## src/rtl/ex_stage_unit.sv

```systemverilog
// ---------------------------------------------------------------------------
// ex_stage_unit
//
// Execute stage of the pipelined 64-bit ARM-subset CPU. The block does four
// jobs:
//   - picks the ALU operands through the forwarding and immediate muxes,
//   - computes the ALU result,
//   - keeps the architectural N/Z/V/C flags in registers,
//   - computes the branch target PC + (offset << 2).
//
// Build option:
//   EX_FORWARDING_EN
//     Defined:   forwardA/forwardB steer the operands. They can pick the
//                EX/MEM or MEM/WB result.
//     Undefined: the forwarding selects are ignored. Da is always ReadData1
//                and Db is always the immediate/register choice. The ports
//                stay present in both builds.
//
// Ports:
//   clk, reset          rising-edge clock; synchronous active-high reset that
//                       clears the flag registers
//   ReadData1/2         register-file operands A and B
//   PC                  PC of the instruction currently in EX
//   ALU_or_DT           extended immediate or DT address offset
//   BR_to_shift         sign-extended branch offset, in words
//   alu_result_mem/wb   forwarded results from EX/MEM and MEM/WB
//   ALUop               000 pass B, 010 add, 011 sub, 100 and, 101 or,
//                       110 xor; 001 and 111 produce zero
//   forwardA/forwardB   01 = MEM/WB result, 10 = EX/MEM result,
//                       otherwise the normal operand
//   ALUsrc              1 = immediate is operand B
//   update              1 = load the ALU flags at the next edge
//   cbz_id              1 = drive zero from the live ALU result
//   alu_result, new_PC2 combinational ALU result and branch target
//   negative, zero, overflow, carry_out
//                       flag outputs (zero can be live, see above)
// ---------------------------------------------------------------------------
module ex_stage_unit #(
  parameter int WIDTH = 64
) (
  input  logic             clk,
  input  logic             reset,
  input  logic [WIDTH-1:0] ReadData1,
  input  logic [WIDTH-1:0] ReadData2,
  input  logic [WIDTH-1:0] PC,
  input  logic [WIDTH-1:0] ALU_or_DT,
  input  logic [WIDTH-1:0] BR_to_shift,
  input  logic [WIDTH-1:0] alu_result_mem,
  input  logic [WIDTH-1:0] alu_result_wb,
  input  logic [2:0]       ALUop,
  input  logic [1:0]       forwardA,
  input  logic [1:0]       forwardB,
  input  logic             ALUsrc,
  input  logic             update,
  input  logic             cbz_id,
  output logic [WIDTH-1:0] alu_result,
  output logic [WIDTH-1:0] new_PC2,
  output logic             negative,
  output logic             zero,
  output logic             overflow,
  output logic             carry_out
);

  localparam logic [2:0] OP_PASS_B = 3'b000;
  localparam logic [2:0] OP_ADD    = 3'b010;
  localparam logic [2:0] OP_SUB    = 3'b011;
  localparam logic [2:0] OP_AND    = 3'b100;
  localparam logic [2:0] OP_OR     = 3'b101;
  localparam logic [2:0] OP_XOR    = 3'b110;

  logic [WIDTH-1:0] b_src;
  logic [WIDTH-1:0] op_a;
  logic [WIDTH-1:0] op_b;
  logic [WIDTH:0]   arith_sum;
  logic [WIDTH-1:0] arith_b;
  logic [WIDTH-1:0] alu_res;
  logic             alu_n;
  logic             alu_z;
  logic             alu_v;
  logic             alu_c;
  logic             neg_q;
  logic             zero_q;
  logic             ovf_q;
  logic             carry_q;
  logic             unused_bits;

  assign b_src = ALUsrc ? ALU_or_DT : ReadData2;

  // Operand muxes. A forwarded value on B takes priority over the
  // immediate select. Code 11 falls back to the normal operand.
`ifdef EX_FORWARDING_EN
  always_comb begin
    op_a = ReadData1;
    op_b = b_src;
    case (forwardA)
      2'b01:   op_a = alu_result_wb;
      2'b10:   op_a = alu_result_mem;
      default: op_a = ReadData1;
    endcase
    case (forwardB)
      2'b01:   op_b = alu_result_wb;
      2'b10:   op_b = alu_result_mem;
      default: op_b = b_src;
    endcase
  end

  assign unused_bits = ^BR_to_shift[WIDTH-1:WIDTH-2];
`else
  assign op_a = ReadData1;
  assign op_b = b_src;

  assign unused_bits = ^{forwardA, forwardB, alu_result_mem, alu_result_wb,
                         BR_to_shift[WIDTH-1:WIDTH-2]};
`endif

  // ALU. Add and subtract share one WIDTH+1 bit adder, which exposes the
  // carry out of the top bit directly. Subtract is A + ~B + 1. The carry
  // into the top bit is recovered from the sum bit as a ^ b ^ s, and V is
  // that carry-in XOR the carry-out.
  always_comb begin
    alu_res   = '0;
    alu_c     = 1'b0;
    alu_v     = 1'b0;
    arith_b   = op_b;
    arith_sum = '0;
    case (ALUop)
      OP_PASS_B: alu_res = op_b;
      OP_ADD, OP_SUB: begin
        arith_b   = (ALUop == OP_SUB) ? ~op_b : op_b;
        arith_sum = {1'b0, op_a} + {1'b0, arith_b} +
                    {{WIDTH{1'b0}}, (ALUop == OP_SUB)};
        alu_res   = arith_sum[WIDTH-1:0];
        alu_c     = arith_sum[WIDTH];
        alu_v     = (op_a[WIDTH-1] ^ arith_b[WIDTH-1] ^ arith_sum[WIDTH-1])
                    ^ arith_sum[WIDTH];
      end
      OP_AND:  alu_res = op_a & op_b;
      OP_OR:   alu_res = op_a | op_b;
      OP_XOR:  alu_res = op_a ^ op_b;
      default: alu_res = '0;
    endcase
  end

  assign alu_n      = alu_res[WIDTH-1];
  assign alu_z      = (alu_res == '0);
  assign alu_result = alu_res;

  // Flag registers. Reset wins over update. cbz_id only affects the zero
  // output mux and never the stored flags.
  always_ff @(posedge clk) begin
    if (reset) begin
      neg_q   <= 1'b0;
      zero_q  <= 1'b0;
      ovf_q   <= 1'b0;
      carry_q <= 1'b0;
    end else if (update) begin
      neg_q   <= alu_n;
      zero_q  <= alu_z;
      ovf_q   <= alu_v;
      carry_q <= alu_c;
    end
  end

  assign negative  = neg_q;
  assign overflow  = ovf_q;
  assign carry_out = carry_q;
  // CBZ reads the live ALU zero in the same cycle.
  assign zero      = cbz_id ? alu_z : zero_q;

  // Branch target. The word offset is shifted left by two, so its top two
  // bits fall off.
  assign new_PC2 = PC + {BR_to_shift[WIDTH-3:0], 2'b00};

endmodule

```

## config.mk

```make
export PLATFORM = sky130hd
export DESIGN_NAME = ex_stage_unit
export DESIGN_NICKNAME = d
export VERILOG_FILES = /design/src/rtl/ex_stage_unit.sv
export SDC_FILE = /design/constraint.sdc
export NUM_CORES = 1
export LEC_CHECK = 0
export ABC_CLOCK_PERIOD_IN_PS = 18200
export BUFFER_PORTS_ARGS = -buffer_cell sky130_fd_sc_hd__buf_4
export CORE_AREA = 2 2 233 235
export DETAILED_ROUTE_END_ITERATION = 8
export DIE_AREA = 0 0 235 237
export HOLD_SLACK_MARGIN = 0.15
export SYNTH_ARGS = -nofsm -noshare
export SYNTH_HDL_FRONTEND = slang
export SYNTH_SLANG_ARGS = --single-unit
```

## constraint.sdc

```tcl
create_clock -name clk -period 18.2 [get_ports clk]
set_input_delay 1.82 -clock clk [delete_from_list [all_inputs] [get_ports clk]]
set_output_delay 1.82 -clock clk [all_outputs]
set_load 0.03 [all_outputs]
```

# --- After elaboration in Yosys (flattened, before gate mapping) ---
# Index checks and enable logic that the tools add are counted.
totals:
  output_inout_bits: 132
  elab_cells: 28
  in_bits: 460
  ff_bits: 4
classes:
  n_addsub: 3
  bitwise: 7
  n_eq_ne: 5
  reduce_logical: 3
  n_mux: 6
ops:
  columns: ["cell", "count"]
  rows:
  - ["64-bit case mux with 5 select lines", 1]
  - ["64-bit two-way mux", 2]
  - ["64-bit by 64-bit adder with 65-bit output", 1]
  - ["65-bit by 1-bit adder with 65-bit output", 1]
  - ["64-bit adder", 1]
  - ["64-bit AND", 1]
  - ["64-bit zero test", 1]
  - ["64-bit inverter", 1]
  - ["64-bit OR", 1]
  - ["64-bit bitwise XOR", 1]
  - ["3-bit equality test (second input constant)", 3]
  - ["3-bit by 2-bit equality test with 1-bit output (second input constant)", 2]
  - ["3-bit zero test", 1]
  - ["1-bit two-way mux", 3]
  - ["1-bit bitwise XOR", 3]
  - ["2-bit OR reduction", 1]

# --- Longest topological paths before layout ---
# Gate-level depths: netlist of the first run.
logic_depth:
  ltp_word: 8
  mapped_depth: 21
  mapped_depth_nobuf: 16

# --- Worst setup path before layout of the first run ---
# OpenSTA, ideal clock, no wires.
synth_path:
  path_type: "input -> output"
  start: "input ALUsrc"
  end: "output zero"
  t_required_ns: 16.380
  path_buffers: 4
  path_slack_ns: 8.921
  arrival_ns: 7.459
  path_stages: 19
  cell_sequence: "buf_6 -> buf_2 -> buf_1 -> clkbuf_1 -> mux2i_1 -> xor2_1 -> ha_1 -> a21oi_1 -> o21ai_0 -> a211oi_1 -> o21bai_1 -> a221o_1 -> xnor2_1 -> o21ai_0 -> a2111oi_0 -> or4b_1 -> nor4_2 -> nand4_1 -> o31ai_1"
synth_between:
  elab_chain_len: 8
  elab_cells_between_ends: 11
  classes_between: "add/sub (2); mux (4); bitwise (4); reduce/logical (1)"
synth_rtl:
  columns: ["element", "line", "text"]
  rows:
  - ["start: declaration", "53", "input logic ALUsrc,"]
  - ["64-bit two-way mux *", "87", "assign b_src = ALUsrc ? ALU_or_DT : ReadData2;"]
  - ["64-bit inverter", "129", "arith_b = (ALUop == OP_SUB) ? ~op_b : op_b;"]
  - ["64-bit two-way mux", "129", null]
  - ["64-bit by 64-bit adder with 65-bit output", "130", "arith_sum = {1'b0, op_a} + {1'b0, arith_b} +"]
  - ["65-bit by 1-bit adder with 65-bit output", "130", null]
  - ["64-bit case mux with 5 select lines *", "126", "case (ALUop)"]
  - ["net alu_result[42]", "56", "output logic [WIDTH-1:0] alu_result,"]
  - ["64-bit zero test *", "145", "assign alu_z = (alu_res == '0);"]
  - ["1-bit two-way mux *", "168", "assign zero = cbz_id ? alu_z : zero_q;"]
  - ["end: declaration", "59", "output logic zero,"]
# Mark *: on every way through the listed nets, which the timed path passes. The rest lies on a longest branch.

# --- Worst setup path after layout of the first run ---
layout_path:
  start: "input ALUsrc"
  end: "output zero"
layout_between:
  elab_chain_len: 8
  elab_cells_between_ends: 11
  classes_between: "add/sub (2); mux (4); bitwise (4); reduce/logical (1)"
layout_rtl:
  columns: ["element", "line"]
  rows:
  - ["64-bit two-way mux *", "87"]
  - ["64-bit inverter", "129"]
  - ["64-bit two-way mux", "129"]
  - ["64-bit by 64-bit adder with 65-bit output", "130"]
  - ["65-bit by 1-bit adder with 65-bit output", "130"]
  - ["64-bit case mux with 5 select lines *", "126"]
  - ["64-bit zero test *", "145"]
  - ["1-bit two-way mux *", "168"]
# Mark *: on every way between the ends. The rest lies on a longest branch, timed or not.

==> flow_summary.json, run 1 <==
{
  "hold_depth": 2,
  "grt_pass1_vias": 16163,
  "r2r_slack_ps": 17600,
  "clock-sinks": 4,
  "worstPathMaxFanout": 39,
  "ys_ff_latch": 4,
  "die_h_um": 237,
  "reg2reg_depth": 2,
  "drc": 0,
  "numCtsBuffers": 3,
  "cap_violations": 0,
  "port-buffer-count": 453,
  "ioPinCount": 592,
  "rows": 85,
  "cp-start-kind": "input pin",
  "cts_root_buffer": "clkbuf_16",
  "multi_input_area_um2": 12400,
  "synth_top_area_share_pct": 24.8,
  "dieWidth_um": 235,
  "finalNetCount": 3049,
  "wl_mm": 61.7,
  "synth_area_leader_cell": "ha_1",
  "cts_max_level": 1,
  "finalHoldViolCount": 0,
  "clk_pin_slew_ps": 30,
  "reg2reg_from": "negative$_SDFFE_PP0P_",
  "period_share_pct": 59.0,
  "finalSetupViolations": 0,
  "synth.top_cells.by_area": "ha_1, a21oi_1, xor2_1",
  "cts_tree": "done",
  "grtUsageTotal_pct": 20.9,
  "maxSlewHeadroom_pct": 35.0,
  "syn_area_um2": 13500,
  "critical_path_arrival_ps": 8920,
  "reg2reg_to": "negative$_SDFFE_PP0P_",
  "hp-class": "reg2reg",
  "fp.coreArea_um2": 53300,
  "routedWlPerCell_um": 20.4,
  "tightest_slew_ps": 966,
  "layout_commonest_cell": "buf_4",
  "hp-start": "carry_out$_SDFFE_PP0P_",
  "path_class": "in2out",
  "synth_cell_type_count": 80,
  "gp_congestion": 0.950,
  "grt_max_degree": 49,
  "setup_slack_ps": 7460,
  "fmax_mhz": 93.1,
  "ant_nets": 0,
  "critPathCaptureType": "output port",
  "dpl.hpwl_mm": 51.8,
  "whs_endpoint": "carry_out$_SDFFE_PP0P_",
  "post_cts_buffers": 0,
  "seq_area_um2": 80.1,
  "design_area_um2": 17600,
  "total_power_mw": 0.903,
  "clk_path_buf_depth": 2,
  "ys_seq_area_share_pct": 0.594,
  "final_cell_mix": "buf_4, ha_1, inv_1",
  "drive_above_1_share_pct": 22.5,
  "power_density_nw_per_um2": 51.4,
  "place_area_um2": 17500,
  "cts_resized": 0,
  "status": "finished, final reports clean",
  "dp_slack_ps": 7650,
  "report.final.slew_viol_count": 0,
  "power_leakage_nw": 8.51,
  "drt-initial-drc-count": 1253,
  "hold_buffers": 0,
  "ys_warn_count": 0,
  "tns_ps": 0,
  "syn_nets": 2667,
  "min_period_ps": 10740,
  "vias": 16320,
  "fillers": 5754,
  "syn_area_per_cell_um2": 6.96,
  "fin_skew_ps": 0,
  "dieArea_um2": 55700,
  "clock_latency_ps": 230,
  "syn_inst": 1938,
  "rsz0062_at_grt": "false",
  "grt-ovfl-total": 0,
  "antenna_found_initial": 6,
  "ys.flop_type": "dfxtp_1",
  "detail_route.first_pass.iterations": 6,
  "synth-edff-count": 0,
  "grt_first_pass_wirelength_mm": 92.7,
  "start_util_pct": 25.3,
  "vias_per_cell": 5.41,
  "async_reset_ff_share_pct": 0,
  "irDropWorstVdd_mv": 0.0370,
  "required_ps": 16380,
  "synthToLayoutAreaGrowth_pct": 30.5
}
==> worst max path at each step <==
stage,end,startpoint,cells after the start
floorplan,zero,ALUsrc,19
global placement,zero,ALUsrc,18
detailed placement,zero,ALUsrc,18
CTS,zero,ALUsrc,18
global route,zero,ALUsrc,18
finish,zero,ALUsrc,18
==> stage by stage <==
step,utilization [%],hold slack (ps),cells
after global placement,32.8,454,3011
after global routing,33.0,520,3018
after CTS,33.0,466,3014
after floorplan,-,462,1938
after detailed placement,32.8,460,3011
final,33.0,465,3019
==> synthesized netlist by cell type, types with 11 or more instances <==
| cell | number |
|---|---|
| nor4_1 | 17 |
| nand4_1 | 40 |
| nand3_1 | 45 |
| o21bai_1 | 21 |
| clkbuf_1 | 62 |
| nand2_1 | 160 |
| a211oi_1 | 13 |
| o21ai_0 | 139 |
| ha_1 | 267 |
| xnor2_1 | 81 |
| o211ai_1 | 16 |
| mux2i_1 | 59 |
| o21a_1 | 15 |
| a22oi_1 | 11 |
| a21o_1 | 50 |
| a31oi_1 | 19 |
| buf_1 | 16 |
| a221oi_1 | 24 |
| o22ai_1 | 26 |
| a21boi_0 | 14 |
| o221ai_1 | 20 |
| inv_1 | 175 |
| o31ai_1 | 12 |
| a21oi_1 | 171 |
| nor3_1 | 27 |
| xor2_1 | 86 |
| mux2_2 | 23 |
| and3_1 | 13 |
| and2_1 | 15 |
| nor2_1 | 130 |
==> registers in the layout, indices dropped and copies added, names as in the netlist <==
register / cells
carry_out: 1
negative: 1
overflow: 1
zero_q: 1
==> cells by family after synthesis <==
group                      synth area share (%)
buffers and inverters                      7.57
and+or+nand+nor                            17.9
AOI/OAI and AO/OA                          31.2
xor gates and xnor gates                   11.0
adders and majority gates                  25.1
muxes                                      6.64
DFF                                       0.594
==> worst max-delay path, stage by stage <==
cell,delay (ps)
buf_4,440
buf_4,580
mux2i_1,490
xor2_1,120
ha_1,400
a21oi_1,210
o21ai_0,180
a41oi_1,570
and4_1,280
o31ai_1,120
or4_1,550
or4b_1,540
nor4_1,560
nand4_1,220
nor4_1,780
nand4_1,400
o31ai_1,380
buf_4,230
==> routing by layer <==
metal | wire [um] | track usage, % | up-vias
met2 | 30000 | 37.2 | 696
met1 | 24900 | 24.9 | 7627
li1 | - | - | 7869
met5 | 13 | 0 | -
met4 | 2680 | 8.53 | 2
met3 | 4090 | 3.16 | 126
==> power breakdown <==
| part | switching (mW) | internal [mW] | leakage (nW) | total [mW] |
|---|---|---|---|---|
| Sequential | 0.000233 | 0.00922 | 0.0325 | 0.00945 |
| Clock | 0.00624 | 0.0281 | 0.0370 | 0.0343 |
| Combinational | 0.533 | 0.326 | 8.44 | 0.859 |
| Total | 0.540 | 0.363 | 8.51 | 0.903 |
==> final cells by class <==
class	count	area share, %
multi-input combinational	1669	70.4
timing repair buffer	466	19.9
antenna	5	0.0712
clock buffer	3	0.427
tap	696	4.95
sequential	4	0.455
inverter	176	3.76
Note: power is estimated with default switching activity, not from simulation.
==> run 2, diff against run 1 <==
--- a/config.mk
+++ b/config.mk
@@ -5,11 +5,12 @@
 export SDC_FILE = /design/constraint.sdc
 export NUM_CORES = 1
 export LEC_CHECK = 0
-export ABC_CLOCK_PERIOD_IN_PS = 18200
+export ABC_AREA = 1
+export ABC_CLOCK_PERIOD_IN_PS = 8600
 export BUFFER_PORTS_ARGS = -buffer_cell sky130_fd_sc_hd__buf_4
-export CORE_AREA = 2 2 233 235
+export CORE_AREA = 2 2 231 233
 export DETAILED_ROUTE_END_ITERATION = 8
-export DIE_AREA = 0 0 235 237
+export DIE_AREA = 0 0 233 235
 export HOLD_SLACK_MARGIN = 0.15
 export SYNTH_ARGS = -nofsm -noshare
 export SYNTH_HDL_FRONTEND = slang
==> constraint.sdc (replaced) <==
create_clock -name clk -period 8.6 [get_ports clk]
set_input_delay 0.86 -clock clk [delete_from_list [all_inputs] [get_ports clk]]
set_output_delay 0.86 -clock clk [all_outputs]
set_load 0.03 [all_outputs]
==> flow_summary.json, run 2 <==
{
  "status": "finished, final reports clean",
  "worstPathMaxFanout": 124,
  "dieWidth_um": 233,
  "gp_congestion": 0.971,
  "path_class": "in2out",
  "yosysMostFrequentCell": "nand2_1",
  "die_h_um": 235,
  "detail_route.first_pass.iterations": 7,
  "async_reset_ff_share_pct": 0,
  "critical_path_arrival_ps": 5690,
  "power_density_nw_per_um2": 100,
  "grt-ovfl-total": 0,
  "synth_cell_type_count": 51,
  "ys_ff_latch": 4,
  "fillers": 5990,
  "finalHoldViolCount": 0,
  "tns_ps": 0,
  "diodes": 0,
  "ioPinCount": 592,
  "synth.top_cells.by_area": "ha_1, nand2_1, inv_1",
  "finalNetCount": 3905,
  "required_ps": 7740,
  "synthToLayoutAreaGrowth_pct": 27.0,
  "fin_skew_ps": 0,
  "drc": 0,
  "hold_buffers": 0,
  "port-buffer-count": 453,
  "ys_seq_area_share_pct": 0.527,
  "tightest_slew_ps": 1030,
  "vias": 19538,
  "dieArea_um2": 54800,
  "start_util_pct": 29.1,
  "min_period_ps": 6550,
  "layout_commonest_cell": "nand2_1",
  "fp.coreArea_um2": 52200,
  "cts_resized": 0,
  "ys.flop_type": "dfxtp_1",
  "rsz0062_at_grt": "false",
  "finalSetupViolations": 0,
  "final_cell_mix": "nand2_1, inv_1, buf_4",
  "hp-class": "reg2reg",
  "syn_inst": 2766,
  "antenna_found_initial": 0,
  "synth-edff-count": 0,
  "grt_pass1_vias": 18830,
  "yosys-top-cells-count": "nand2_1, inv_1, nor2_1",
  "power_leakage_nw": 10.8,
  "period_share_pct": 76.1,
  "clk_path_buf_depth": 2,
  "clk_pin_slew_ps": 30,
  "report.final.slew_viol_count": 0,
  "clock-sinks": 4,
  "numCtsBuffers": 3,
  "synth_area_leader_cell": "ha_1",
  "post_cts_buffers": 0,
  "cp-start-kind": "input pin",
  "drive_above_1_share_pct": 16.0,
  "grtUsageTotal_pct": 23.9,
  "rows": 84,
  "ant_nets": 0,
  "fmax_mhz": 153,
  "clock_latency_ps": 220,
  "critPathCaptureType": "output port",
  "ys_warn_count": 0,
  "cts_root_buffer": "clkbuf_16",
  "cts_tree": "done",
  "maxSlewHeadroom_pct": 31.6,
  "r2r_slack_ps": 7920,
  "cts_max_level": 1,
  "hold_ws_ps": 464,
  "routedWlPerCell_um": 17.8,
  "wl_mm": 68.7,
  "syn_area_per_cell_um2": 5.50,
  "dpl.hpwl_mm": 60.1,
  "grt_first_pass_wirelength_mm": 104,
  "cap_violations": 0,
  "grt_max_degree": 125,
  "vias_per_cell": 5.06,
  "synth_top_area_share_pct": 22.0,
  "drt-initial-drc-count": 1407,
  "irDropWorstVdd_mv": 0.0560,
  "syn_nets": 3495,
  "syn_area_um2": 15200
}
run 2: worst paths after layout:
| kind | startpoint | end | cells past startpoint |
|---|---|---|---|
| worst min-delay path | carry_out$_SDFFE_PP0P_ | carry_out$_SDFFE_PP0P_ | 2 |
| worst max-delay path | ALUsrc | zero | 25 |
| worst min register to register | carry_out$_SDFFE_PP0P_ | carry_out$_SDFFE_PP0P_ | 2 |
| worst max register to register | negative$_SDFFE_PP0P_ | negative$_SDFFE_PP0P_ | 4 |
run 2: cell families (layout without fill, tap and decap cells):
kind of cell	Yosys count	count (layout)	synth area share, %
adders and majority gates	269	269	22.2
DFF	4	4	0.527
xor gates and xnor gates	124	124	7.14
buffers and inverters	607	1015	15.6
and+or+nand+nor	1234	1234	34.0
AOI/OAI and AO/OA	528	528	20.5
run 2: report_power, final:
group | switching [mW] | internal [mW]
clock network | 0.0128 | 0.0594
registers | 0.000583 | 0.0198
logic | 1.20 | 0.644
run 2: worst max-delay path, cell delays in order:
cell and delay [ps]:
buf_4 720, o21ai_0 440, xnor2_1 300, inv_1 90, fa_1 400, inv_1 210
nand3_1 130, nand2_1 190, nand2_1 90, nand2_1 160, nand2_1 70, nand2_1 170
nand2_1 140, nand3_1 100, nand2_1 50, nand3_1 180, nand2_1 170, inv_1 80
nand3_1 120, nor2_1 210, nand3_1 110, nor2_1 150, nand2_1 180, a21oi_1 160
buf_4 170
run 2: cell type report:
type | count | area (um^2) | area share, %
inverters | 553 | 2080 | 10.8
flip-flops and latches | 4 | 80.1 | 0.415
clock buffers | 3 | 75.1 | 0.389
well taps | 688 | 861 | 4.46
multi-input cells | 2155 | 12800 | 66.1
repair buffers | 459 | 3450 | 17.8
run 2: layer usage:
metal,share of wire (%),vias up,wire length (um),track usage (%)
li1,-,9766,-,-
met1,42,8795,29100,30.3
met2,47,848,31900,41.9
met3,7.2,129,4920,2.01
met4,3.9,0,2690,8.36
met5,0,-,0,0
run 2: per-stage QoR:
| step | power, mW | util [%] | setup WS (ps) | std cells | instance area (um^2) |
|---|---|---|---|---|---|
| floorplan | 1.17 | - | 3400 | 2766 | 15200 |
| global placement | 1.83 | 36.8 | 2150 | 3859 | 19200 |
| detailed placement | 1.84 | 36.8 | 2090 | 3859 | 19200 |
| CTS | 1.92 | 37.0 | 2090 | 3862 | 19300 |
| global route | 2.11 | 37.0 | 1630 | 3862 | 19300 |
| finish | 1.94 | 37.0 | 2050 | 3862 | 19300 |
==> run 3, diff against run 2 <==
--- a/config.mk
+++ b/config.mk
@@ -5,12 +5,12 @@
 export SDC_FILE = /design/constraint.sdc
 export NUM_CORES = 1
 export LEC_CHECK = 0
-export ABC_AREA = 1
-export ABC_CLOCK_PERIOD_IN_PS = 8600
+export ABC_AREA = 0
+export ABC_CLOCK_PERIOD_IN_PS = 6650
 export BUFFER_PORTS_ARGS = -buffer_cell sky130_fd_sc_hd__buf_4
-export CORE_AREA = 2 2 231 233
+export CORE_AREA = 2 2 229 231
 export DETAILED_ROUTE_END_ITERATION = 8
-export DIE_AREA = 0 0 233 235
+export DIE_AREA = 0 0 231 233
 export HOLD_SLACK_MARGIN = 0.15
 export SYNTH_ARGS = -nofsm -noshare
 export SYNTH_HDL_FRONTEND = slang
==> constraint.sdc (replaced) <==
create_clock -name clk -period 6.65 [get_ports clk]
set_input_delay 0.665 -clock clk [delete_from_list [all_inputs] [get_ports clk]]
set_output_delay 0.665 -clock clk [all_outputs]
set_load 0.03 [all_outputs]
==> flow_summary.json, run 3 (synthesized netlist as in run 1, its figures left out) <==
{
  "drc": 0,
  "dp_slack_ps": 83.9,
  "finalNetCount": 3195,
  "cts_tree": "done",
  "cts_max_level": 1,
  "cap_violations": 0,
  "finalHoldViolCount": 0,
  "gp_congestion": 1.01,
  "min_period_ps": 6430,
  "reg2reg_from": "overflow$_SDFFE_PP0P_",
  "cts_root_buffer": "clkbuf_16",
  "wl_mm": 63.1,
  "hold_buffers": 0,
  "hp-start": "carry_out$_SDFFE_PP0P_",
  "period_share_pct": 96.7,
  "ant_nets": 0,
  "fp.coreArea_um2": 51100,
  "finalSetupViolations": 0,
  "required_ps": 5980,
  "vias": 16950,
  "rows": 83,
  "synthToLayoutAreaGrowth_pct": 40.0,
  "hp-class": "reg2reg",
  "routedWlPerCell_um": 20.0,
  "report.final.slew_viol_count": 0,
  "cp-startpoint": "ALUsrc",
  "final_cell_mix": "buf_4, ha_1, inv_1",
  "grt_max_degree": 72,
  "drt-initial-drc-count": 1138,
  "critical_path_arrival_ps": 5770,
  "ioPinCount": 592,
  "path_class": "in2out",
  "grt-ovfl-total": 0,
  "critPathCaptureType": "output port",
  "cp-start-kind": "input pin",
  "detail_route.first_pass.iterations": 6,
  "power_leakage_nw": 9.24,
  "power_density_nw_per_um2": 141,
  "hold_ws_ps": 470,
  "start_util_pct": 26.4,
  "setup_slack_ps": 216,
  "fmax_mhz": 155,
  "antenna_found_initial": 6,
  "clk_pin_slew_ps": 30,
  "port-buffer-count": 453,
  "grt_pass1_vias": 16554,
  "dieArea_um2": 53800,
  "grtUsageTotal_pct": 22.1,
  "layout_commonest_cell": "buf_4",
  "dieWidth_um": 231,
  "clock-sinks": 4,
  "design_area_um2": 18900,
  "maxSlewHeadroom_pct": 38.5,
  "worstPathMaxFanout": 10,
  "vias_per_cell": 5.38,
  "tightest_slew_ps": 911,
  "dpl.hpwl_mm": 53.8,
  "clock_latency_ps": 220,
  "grt_first_pass_wirelength_mm": 94.2,
  "irDropWorstVdd_mv": 0.0682,
  "place_area_um2": 18600,
  "clk_path_buf_depth": 2,
  "status": "finished, final reports clean",
  "drive_above_1_share_pct": 28.4,
  "numCtsBuffers": 3,
  "die_h_um": 233,
  "fin_skew_ps": 0
}
-- run 3: timing repair --
| item | CTS | global route |
|---|---|---|
| resized for setup | 0 | 39 |
| endpoints found under the hold margin | 0 | 0 |
| endpoints found under the setup margin | 0 | 1 |
| setup buffers | 0 | 1 |
-- run 3: report_power, final --
part	internal, mW	switching (mW)
registers	0.0252	0.000550
clock network	0.0769	0.0180
logic	1.02	1.51
-- run 3: final timing paths --
check / slack [ps] / endpoint / cells past startpoint
max: 220 / zero / 20
min reg2reg: 470 / carry_out$_SDFFE_PP0P_ / 2
min: 470 / carry_out$_SDFFE_PP0P_ / 2
max reg2reg: 6060 / overflow$_SDFFE_PP0P_ / 2
-- run 3: layout make-up --
class                           count  area, um^2
Antenna cell                        4        10.0
Clock buffer                        3        75.1
Fill cell                        5479       32200
Inverter                          176         661
Multi-Input combinational cell   1669       12600
Sequential cell                     4        80.1
Tap cell                          680         851
Timing Repair Buffer              612        4640
-- run 3: metrics by stage --
stage	std cells	utilization [%]	setup TNS (ps)	total power [mW]
after CTS	3143	36.6	0	2.61
final	3148	36.9	0	2.65
after global placement	3140	36.4	0	2.48
after floorplan	1938	-	0	1.51
after global routing	3148	36.9	-37.3	2.85
after detailed placement	3140	36.4	0	2.50
-- run 3: worst max-delay path: stages --
cell	delay [ps]
buf_4	210
buf_4	210
mux2i_1	280
xor2_1	210
ha_2	370
nand2_1	130
a211oi_2	70
a2111o_1	520
buf_4	190
a31o_4	230
a221o_1	440
xnor2_1	180
o21ai_0	140
a2111oi_2	290
buf_4	170
or4b_1	520
nor4_2	170
nand4_1	280
o31ai_2	280
buf_4	200
-- run 3: metal layers --
metal / wire, um / track usage [%] / part of all wire [%] / vias up
li1: - / - / - / 8163
met1: 27000 / 28.3 / 43 / 8025
met2: 30100 / 38.6 / 48 / 652
met3: 3740 / 2.52 / 5.9 / 106
met4: 2150 / 6.73 / 3.4 / 4
met5: 30 / 0 / 0.048 / -
